File: src/rtl/axis_fir_coeff_loader.sv
// axis_fir_coeff_loader
//   Writer side of the sequential FIR coefficient port. Accepts one AXI-Stream
//   packet of coefficient words, writes them to addresses 0..N_HALF-1 of the
//   symmetric filter's coefficient register, checks the packet length and
//   drives FILTER_HOLD so the system can stall filter input during an update.
//
//   Optional build macro: AXIS_FIR_COEFF_LOADER_SHADOW_EN
//     undefined - write-through: each accepted beat is written one cycle later.
//     defined   - beats are captured in a shadow buffer and only committed to
//                 the filter (as a burst of back-to-back writes) when the packet
//                 length is correct.
//
// Ports
//   CLK            in   single clock, all logic on posedge
//   RESET          in   synchronous, active-high
//   S_AXIS_TDATA   in   coefficient word (N_BYTES*8 bits)
//   S_AXIS_TVALID  in   coefficient word valid
//   S_AXIS_TLAST   in   last word of packet
//   S_AXIS_TREADY  out  loader ready
//   COEFF_ADDR     out  write address (zero-extended word index)
//   COEFF_DATA     out  write data, bit-exact copy of TDATA
//   COEFF_VALID    out  one-cycle write strobe per word
//   FILTER_HOLD    out  high while a coefficient update is in progress
//   LOAD_DONE      out  one-cycle pulse: correct packet fully written
//   LOAD_ERROR     out  one-cycle pulse: packet length was wrong

module axis_fir_coeff_loader #(
    parameter int unsigned N_BYTES          = 4,
    parameter int unsigned COEFF_ADDR_WIDTH = 6
) (
    input  logic                        CLK,
    input  logic                        RESET,
    input  logic [N_BYTES*8-1:0]        S_AXIS_TDATA,
    input  logic                        S_AXIS_TVALID,
    input  logic                        S_AXIS_TLAST,
    output logic                        S_AXIS_TREADY,
    output logic [COEFF_ADDR_WIDTH-1:0] COEFF_ADDR,
    output logic [N_BYTES*8-1:0]        COEFF_DATA,
    output logic                        COEFF_VALID,
    output logic                        FILTER_HOLD,
    output logic                        LOAD_DONE,
    output logic                        LOAD_ERROR
);

    localparam int unsigned DataW = N_BYTES * 8;
    localparam int unsigned IdxW  = COEFF_ADDR_WIDTH - 1;
    localparam int unsigned NHalf = 2 ** IdxW;
    localparam logic [IdxW-1:0] LastIdx = '1;

`ifdef AXIS_FIR_COEFF_LOADER_SHADOW_EN
    typedef enum logic [2:0] {StIdle, StLoad, StDrain, StResp, StCommit} state_e;
`else
    typedef enum logic [1:0] {StIdle, StLoad, StDrain, StResp} state_e;
`endif

    state_e            state_q;
    logic [IdxW-1:0]   idx_q;
    logic              accept;

    assign accept = S_AXIS_TVALID & S_AXIS_TREADY;

`ifdef AXIS_FIR_COEFF_LOADER_SHADOW_EN
    // Shadow buffer: no reset needed, a word is only read after being written
    // by a packet of correct length.
    logic [DataW-1:0] shadow_buf [NHalf];

    always_ff @(posedge CLK) begin
        if (accept && (state_q == StIdle || state_q == StLoad)) begin
            shadow_buf[idx_q] <= S_AXIS_TDATA;
        end
    end
`endif

    always_ff @(posedge CLK) begin
        if (RESET) begin
            state_q       <= StIdle;
            idx_q         <= '0;
            S_AXIS_TREADY <= 1'b0;
            COEFF_ADDR    <= '0;
            COEFF_DATA    <= '0;
            COEFF_VALID   <= 1'b0;
            FILTER_HOLD   <= 1'b0;
            LOAD_DONE     <= 1'b0;
            LOAD_ERROR    <= 1'b0;
        end else begin
            // Pulses default low; TREADY defaults high and is pulled low only
            // on entry to (or while staying in) a non-accepting state.
            COEFF_VALID   <= 1'b0;
            LOAD_DONE     <= 1'b0;
            LOAD_ERROR    <= 1'b0;
            S_AXIS_TREADY <= 1'b1;

            unique case (state_q)
                // IDLE always has idx_q == 0, so it shares the LOAD decoding.
                StIdle, StLoad: begin
                    if (accept) begin
`ifndef AXIS_FIR_COEFF_LOADER_SHADOW_EN
                        COEFF_VALID <= 1'b1;
                        COEFF_ADDR  <= {1'b0, idx_q};
                        COEFF_DATA  <= S_AXIS_TDATA;
                        FILTER_HOLD <= 1'b1;
`endif
                        if (S_AXIS_TLAST) begin
                            S_AXIS_TREADY <= 1'b0;
                            if (idx_q == LastIdx) begin
`ifdef AXIS_FIR_COEFF_LOADER_SHADOW_EN
                                // Word 0 is already in the buffer, so the
                                // first commit write issues right away.
                                state_q     <= StCommit;
                                COEFF_VALID <= 1'b1;
                                COEFF_ADDR  <= '0;
                                COEFF_DATA  <= shadow_buf[0];
                                FILTER_HOLD <= 1'b1;
                                idx_q       <= IdxW'(1);
`else
                                state_q   <= StResp;
                                LOAD_DONE <= 1'b1;
                                idx_q     <= '0;
`endif
                            end else begin
                                state_q    <= StResp;
                                LOAD_ERROR <= 1'b1;
                                idx_q      <= '0;
                            end
                        end else if (idx_q == LastIdx) begin
                            state_q <= StDrain;
                            idx_q   <= '0;
                        end else begin
                            state_q <= StLoad;
                            idx_q   <= idx_q + 1'b1;
                        end
                    end
                end
                StDrain: begin
                    if (accept && S_AXIS_TLAST) begin
                        state_q       <= StResp;
                        LOAD_ERROR    <= 1'b1;
                        S_AXIS_TREADY <= 1'b0;
                    end
                end
                StResp: begin
                    state_q     <= StIdle;
                    FILTER_HOLD <= 1'b0;
                end
`ifdef AXIS_FIR_COEFF_LOADER_SHADOW_EN
                StCommit: begin
                    // LOAD_DONE high means the final write is on the port now.
                    if (LOAD_DONE) begin
                        state_q     <= StIdle;
                        FILTER_HOLD <= 1'b0;
                        idx_q       <= '0;
                    end else begin
                        S_AXIS_TREADY <= 1'b0;
                        COEFF_VALID   <= 1'b1;
                        COEFF_ADDR    <= {1'b0, idx_q};
                        COEFF_DATA    <= shadow_buf[idx_q];
                        idx_q         <= idx_q + 1'b1;
                        if (idx_q == LastIdx) begin
                            LOAD_DONE <= 1'b1;
                        end
                    end
                end
`endif
                default: state_q <= StIdle;
            endcase
        end
    end

endmodule
File: config.mk
export PLATFORM = sky130hd
export DESIGN_NAME = axis_fir_coeff_loader
export DESIGN_NICKNAME = d
export VERILOG_FILES = /design/src/rtl/axis_fir_coeff_loader.sv
export SDC_FILE = /design/constraint.sdc
export NUM_CORES = 1
export LEC_CHECK = 0
export BUFFER_PORTS_ARGS = -buffer_cell sky130_fd_sc_hd__buf_4
export CAP_MARGIN = 20
export CELL_PAD_IN_SITES_DETAIL_PLACEMENT = 1
export CELL_PAD_IN_SITES_GLOBAL_PLACEMENT = 1
export CORE_MARGIN = 2
export CORE_UTILIZATION = 32
export CTS_CLUSTER_DIAMETER = 50
export DETAILED_ROUTE_END_ITERATION = 6
export PLACE_DENSITY_LB_ADDON = 0.1
export SYNTH_ARGS = -nofsm -noshare
export SYNTH_HDL_FRONTEND = slang
export SYNTH_SLANG_ARGS = --single-unit
export TNS_END_PERCENT = 50
File: constraint.sdc
create_clock -name CLK -period 2.2 [get_ports CLK]
set_input_delay 0.11 -clock CLK [delete_from_list [all_inputs] [get_ports CLK]]
set_output_delay 0.11 -clock CLK [all_outputs]
set_load 0.01 [all_outputs]
After elaboration in Yosys (flattened, before gate mapping). Index checks and enable logic that the tools add are counted.

Word-level logic and storage cells: 49. Register bits: 49. Input port bits: 36.

Equal/unequal tests: 6. Add/subtract/negate cells: 1. Bitwise operators: 4. Reduce and logical (&&, ||, !) cells: 9. Muxes and demuxes: 20.

Operators by type and width (number): 1-bit two-way mux (10); 5-bit two-way mux (2); 2-bit two-way mux (4); 1-bit one-hot mux with 2 select lines (3); 2-bit one-hot mux with 3 select lines (1); 2-bit AND reduction (3); 5-bit by 1-bit adder with 5-bit output (second input constant) (1); 5-bit equality test (second input constant) (1); 2-bit equality test (second input constant) (2); 2-bit != test (second input constant) (2); 2-bit OR reduction (2); 4-bit OR reduction (1); 1-bit inverter (3); 2-bit by 1-bit equality test with 1-bit output (second input constant) (1); 2-bit zero test (1); 2-bit nonzero test (1); 1-bit AND (1); 1-bit logical AND (1).

Longest topological paths before layout.
Depth in word-level cells: 5. Mapped depth: 6.

Least setup slack after synthesis. No wires, ideal clock.

Kind: reg2reg. From: register idx_q[0]. To: register idx_q[3]. Slack: 0.378 ns. Period minus slack after synthesis: 1.822 ns. Data arrival time: 1.748 ns. Data required time: 2.126 ns. Setup time: 0.074 ns. Cell stages (with the launch flop): 7. Path buffers: 0. Path through: dfxtp_1 -> ha_1 -> and3_1 -> ha_1 -> or2_0 -> or4_1 -> a31oi_1.

Cells in the longest elaborated chain, start to end: 3. Elaborated cells between the ends (all ways): 4.

RTL lines: start: declaration (RTL line 57) `logic [IdxW-1:0] idx_q;`; start signal: assignment (RTL line 130) `idx_q <= idx_q + 1'b1;`; 5-bit by 1-bit adder with 5-bit output / 5-bit equality test (equally long branches) (RTL line 130, 125); 5-bit two-way mux * (RTL line 125) `end else if (idx_q == LastIdx) begin`; 5-bit two-way mux * (RTL line 103) `if (S_AXIS_TLAST) begin`.

Every way passes the cells marked *; elsewhere a longest branch is shown, timed or not. A chain may end at the register's enable or synchronous reset.

Final worst setup path. Same ends and word-level chain as after synthesis.

==> run summary <==
In the routed design, unresolved DRC markers number 0. For the worst flop-to-flop path, the logic depth is 6. The post-route netlist has 29.8% of its cells at a drive strength greater than 1.

The number of buffers added on ports came out at 77. The completed layout was analyzed and its total power is 1.70 mW. The pin count of the biggest net entering global routing is 50.

In this design, the stage delay of the slowest critical-path cell is 0.46 ns. The post-detailed-route count of antenna-violating nets came out at 0. The final hold violation count is 0. The tree is rooted in a clkbuf_8. The final wirelength is 4490 um. The cell area after synthesis is around 1800 um2.

The leakage power is 1.06 nW. The critical path data arrival time is 2.18 ns. The detailed-route via count is about 1700. The number of nets in the synthesized netlist is 257. The clock tree buffer depth is 2.

The startpoint identified for the worst hold timing path is S_AXIS_TDATA[21]. The final routed wire length divided by cell count came out at between 10 and 15 um. The effective utilization at floorplan is 32.9%.

The detailed router finished its first iteration with 37 violations. The total number of yosys warnings is 0. The tightest min-delay check is of the primary input to register type. Setup repair after global routing left no endpoint under its margin. 79 I/O pins were placed. CTS built an H-tree with a depth of 2. The post-route worst hold slack came out at 0.0503 ns. The floorplan row count came out at 27. The total negative setup slack came out at 0 ns. TritonCTS built the clock tree. The area growth from synthesis to layout is 38.5%.

The headroom to the max-slew limit is 65.7%. The height of the die came out at 79.0 um. The synthesized instance count is around 220. The first global-routing pass estimated 7320 um of wire. Leaving out fill and tap cells, the most frequent cells in the layout are nand2_1 (80), buf_4 (79), dfxtp_1 (49).

Before antenna repair, the detailed router went through 4 iterations. The register bit count reported by yosys came out at 49. The number of enable flip-flop cells after synthesis is 0. The highest-delay cell along the critical path is or4_1. The latest clock arrival within the worst-skew pair came out at 0.30 ns. The flip-flop and latch area came out at between 900 and 1000 um2.

Along the worst path, the maximum fanout reaches 6. The flow ran to the end, and the final reports show no timing, DRC or antenna violations. Hold repair after CTS inserted 0 buffers. The clock sink total is 49. Summed over all layers, the global routing overflow is 0. The post-layout net count came out at 327. Counting the fill cells in the layout gives just under 700. The number of antenna diodes in the final layout is 0. The die footprint came out at just over 6000 um2.

The total track usage is roughly 15%. The placer congestion estimate is between 0.7 and 0.8. The initial antenna violation count is 0. The via density per instance came out at 4.65. The final setup violation count came out at 0.

The number of gates resized after CTS was 0. The part of the Yosys area used for sequential elements came out at 54.5%. In this design, the critical path's most frequently occurring cell is ha_1. Measured along the x axis, the die boundary spans 79.0 um. The max-slew violation count came out at 0. The final worst-path cycle share came out at around nine tenths. The category of the critical setup timing path is register to register.

The number of buffers added for setup after CTS is 0. The async set-or-reset flop fraction in the synthesized netlist came out at 0%. The post-CTS clock slew at the launch and capture registers of the worst setup and hold paths came out at 0.09 ns. The top achievable clock speed is 0.512 GHz.

The HPWL after detailed placement is 3020 um. A synthesized cell averages 8.22 um2. The worst clock skew is 0.00581 ns. Traced cell by cell, the critical path runs through ha_1, and3_1, ha_1, or2_0, or4_1, a31oi_1. The most common library cell in the layout ignoring fill and taps is nand2_1. The worst setup path startpoint is idx_q[0]$_SDFFE_PP0N_.

Among all flip-flop cells after synthesis, the most frequent one is dfxtp_1. Data on the critical path is required at its endpoint by 2.42 ns. The region available for standard cell placement spans 5470 um2. The worst flop-to-flop path startpoint is idx_q[0]$_SDFFE_PP0N_. The area used by multi-input combinational logic is 738 um2. The number of max-cap violations came out at 0. The worst hold path was traced through 3 stages. The minimum clock period after layout came out at 1.95 ns. The unique cell type count in the Yosys netlist came out at 31. The setup check on the worst reg-to-reg path leaves a slack of 0.25 ns. The number of global-route vias before repair came out at 1610. Power spread over the standard cell area amounts to 680 nW/um2. The slew at the pin with the worst max-slew slack came out at 0.515 ns. The total CTS buffers is 5. STA classifies the critical path startpoint as a register.

The worst setup path is captured at a register. The worst ir drop on vdd is 0.333 mV.
## layer usage
metal  global-route usage, %  part of all wire (%)  up-vias
met4                    4.66                  0.80        0
li1                        -                     -      857
met1                    17.3                    43      763
met2                    24.9                    48       54
met5                       0                     0        -
met3                    5.57                   8.0        4
## worst max-delay path: cells and delay by family, from the launching register on
kind | cells | cell delay, ns
fa+ha+maj | 2 | 0.47
compound gates | 1 | 0.16
flops | 1 | 0.35
simple gates | 3 | 0.90
## path summary, 6_finish.rpt
kind                                  to
max                idx_q[3]$_SDFFE_PP0N_
min          COEFF_DATA[21]$_SDFFE_PP0N_
max reg2reg        idx_q[3]$_SDFFE_PP0N_
min reg2reg  COEFF_DATA[31]$_SDFFE_PP0N_
## metrics by stage
stage,cell area [um2],worst slack [ns],instances,util (%)
after floorplan,1800,0.378,219,-
after global placement,2410,0.293,354,44.0
after detailed placement,2410,0.270,354,44.0
after CTS,2490,0.240,361,45.5
after global routing,2490,0.121,361,45.5
final,2490,0.246,361,45.5
## Yosys cell counts, drive strengths merged, types with 2 or more instances
master,instances,share of area (%)
a21oi,45,13
buf,7,2.4
ha,2,1.4
nand3,2,0.56
dfxtp,49,55
and4b,2,1.1
nand2,80,17
nor2,2,0.42
or3,2,0.70
clkbuf,9,1.9
nand3b,3,1.9
## registers in the layout (all words and copies together), names as in the netlist
| register | count |
|---|---|
| COEFF_DATA | 32 |
| COEFF_ADDR | 5 |
| idx_q | 5 |
| state_q | 2 |
| COEFF_VALID | 1 |
| FILTER_HOLD | 1 |
| LOAD_DONE | 1 |
| LOAD_ERROR | 1 |
| S_AXIS_TREADY | 1 |
## kinds of logic after synthesis
logic type	synth area share, %
compound gates	14.5
fa+ha+maj	1.39
buf+inv	4.45
flops	54.5
other cells	0.208
simple gates	24.9
## report_power, final
part	leakage, nW	internal [mW]	total (mW)	switching [mW]
sequential	0.399	0.923	0.944	0.0213
combinational	0.621	0.110	0.219	0.109
clock	0.0443	0.250	0.532	0.282
total	1.06	1.28	1.70	0.413
## layout make-up
type,instances,area share (%)
tap,72,3.61
clock buffer,7,3.46
inverter,1,0.151
multi-input combinational,153,29.6
sequential,49,39.4
timing repair buffer,79,23.8
No activity file was read; power rests on OpenSTA's default activity.
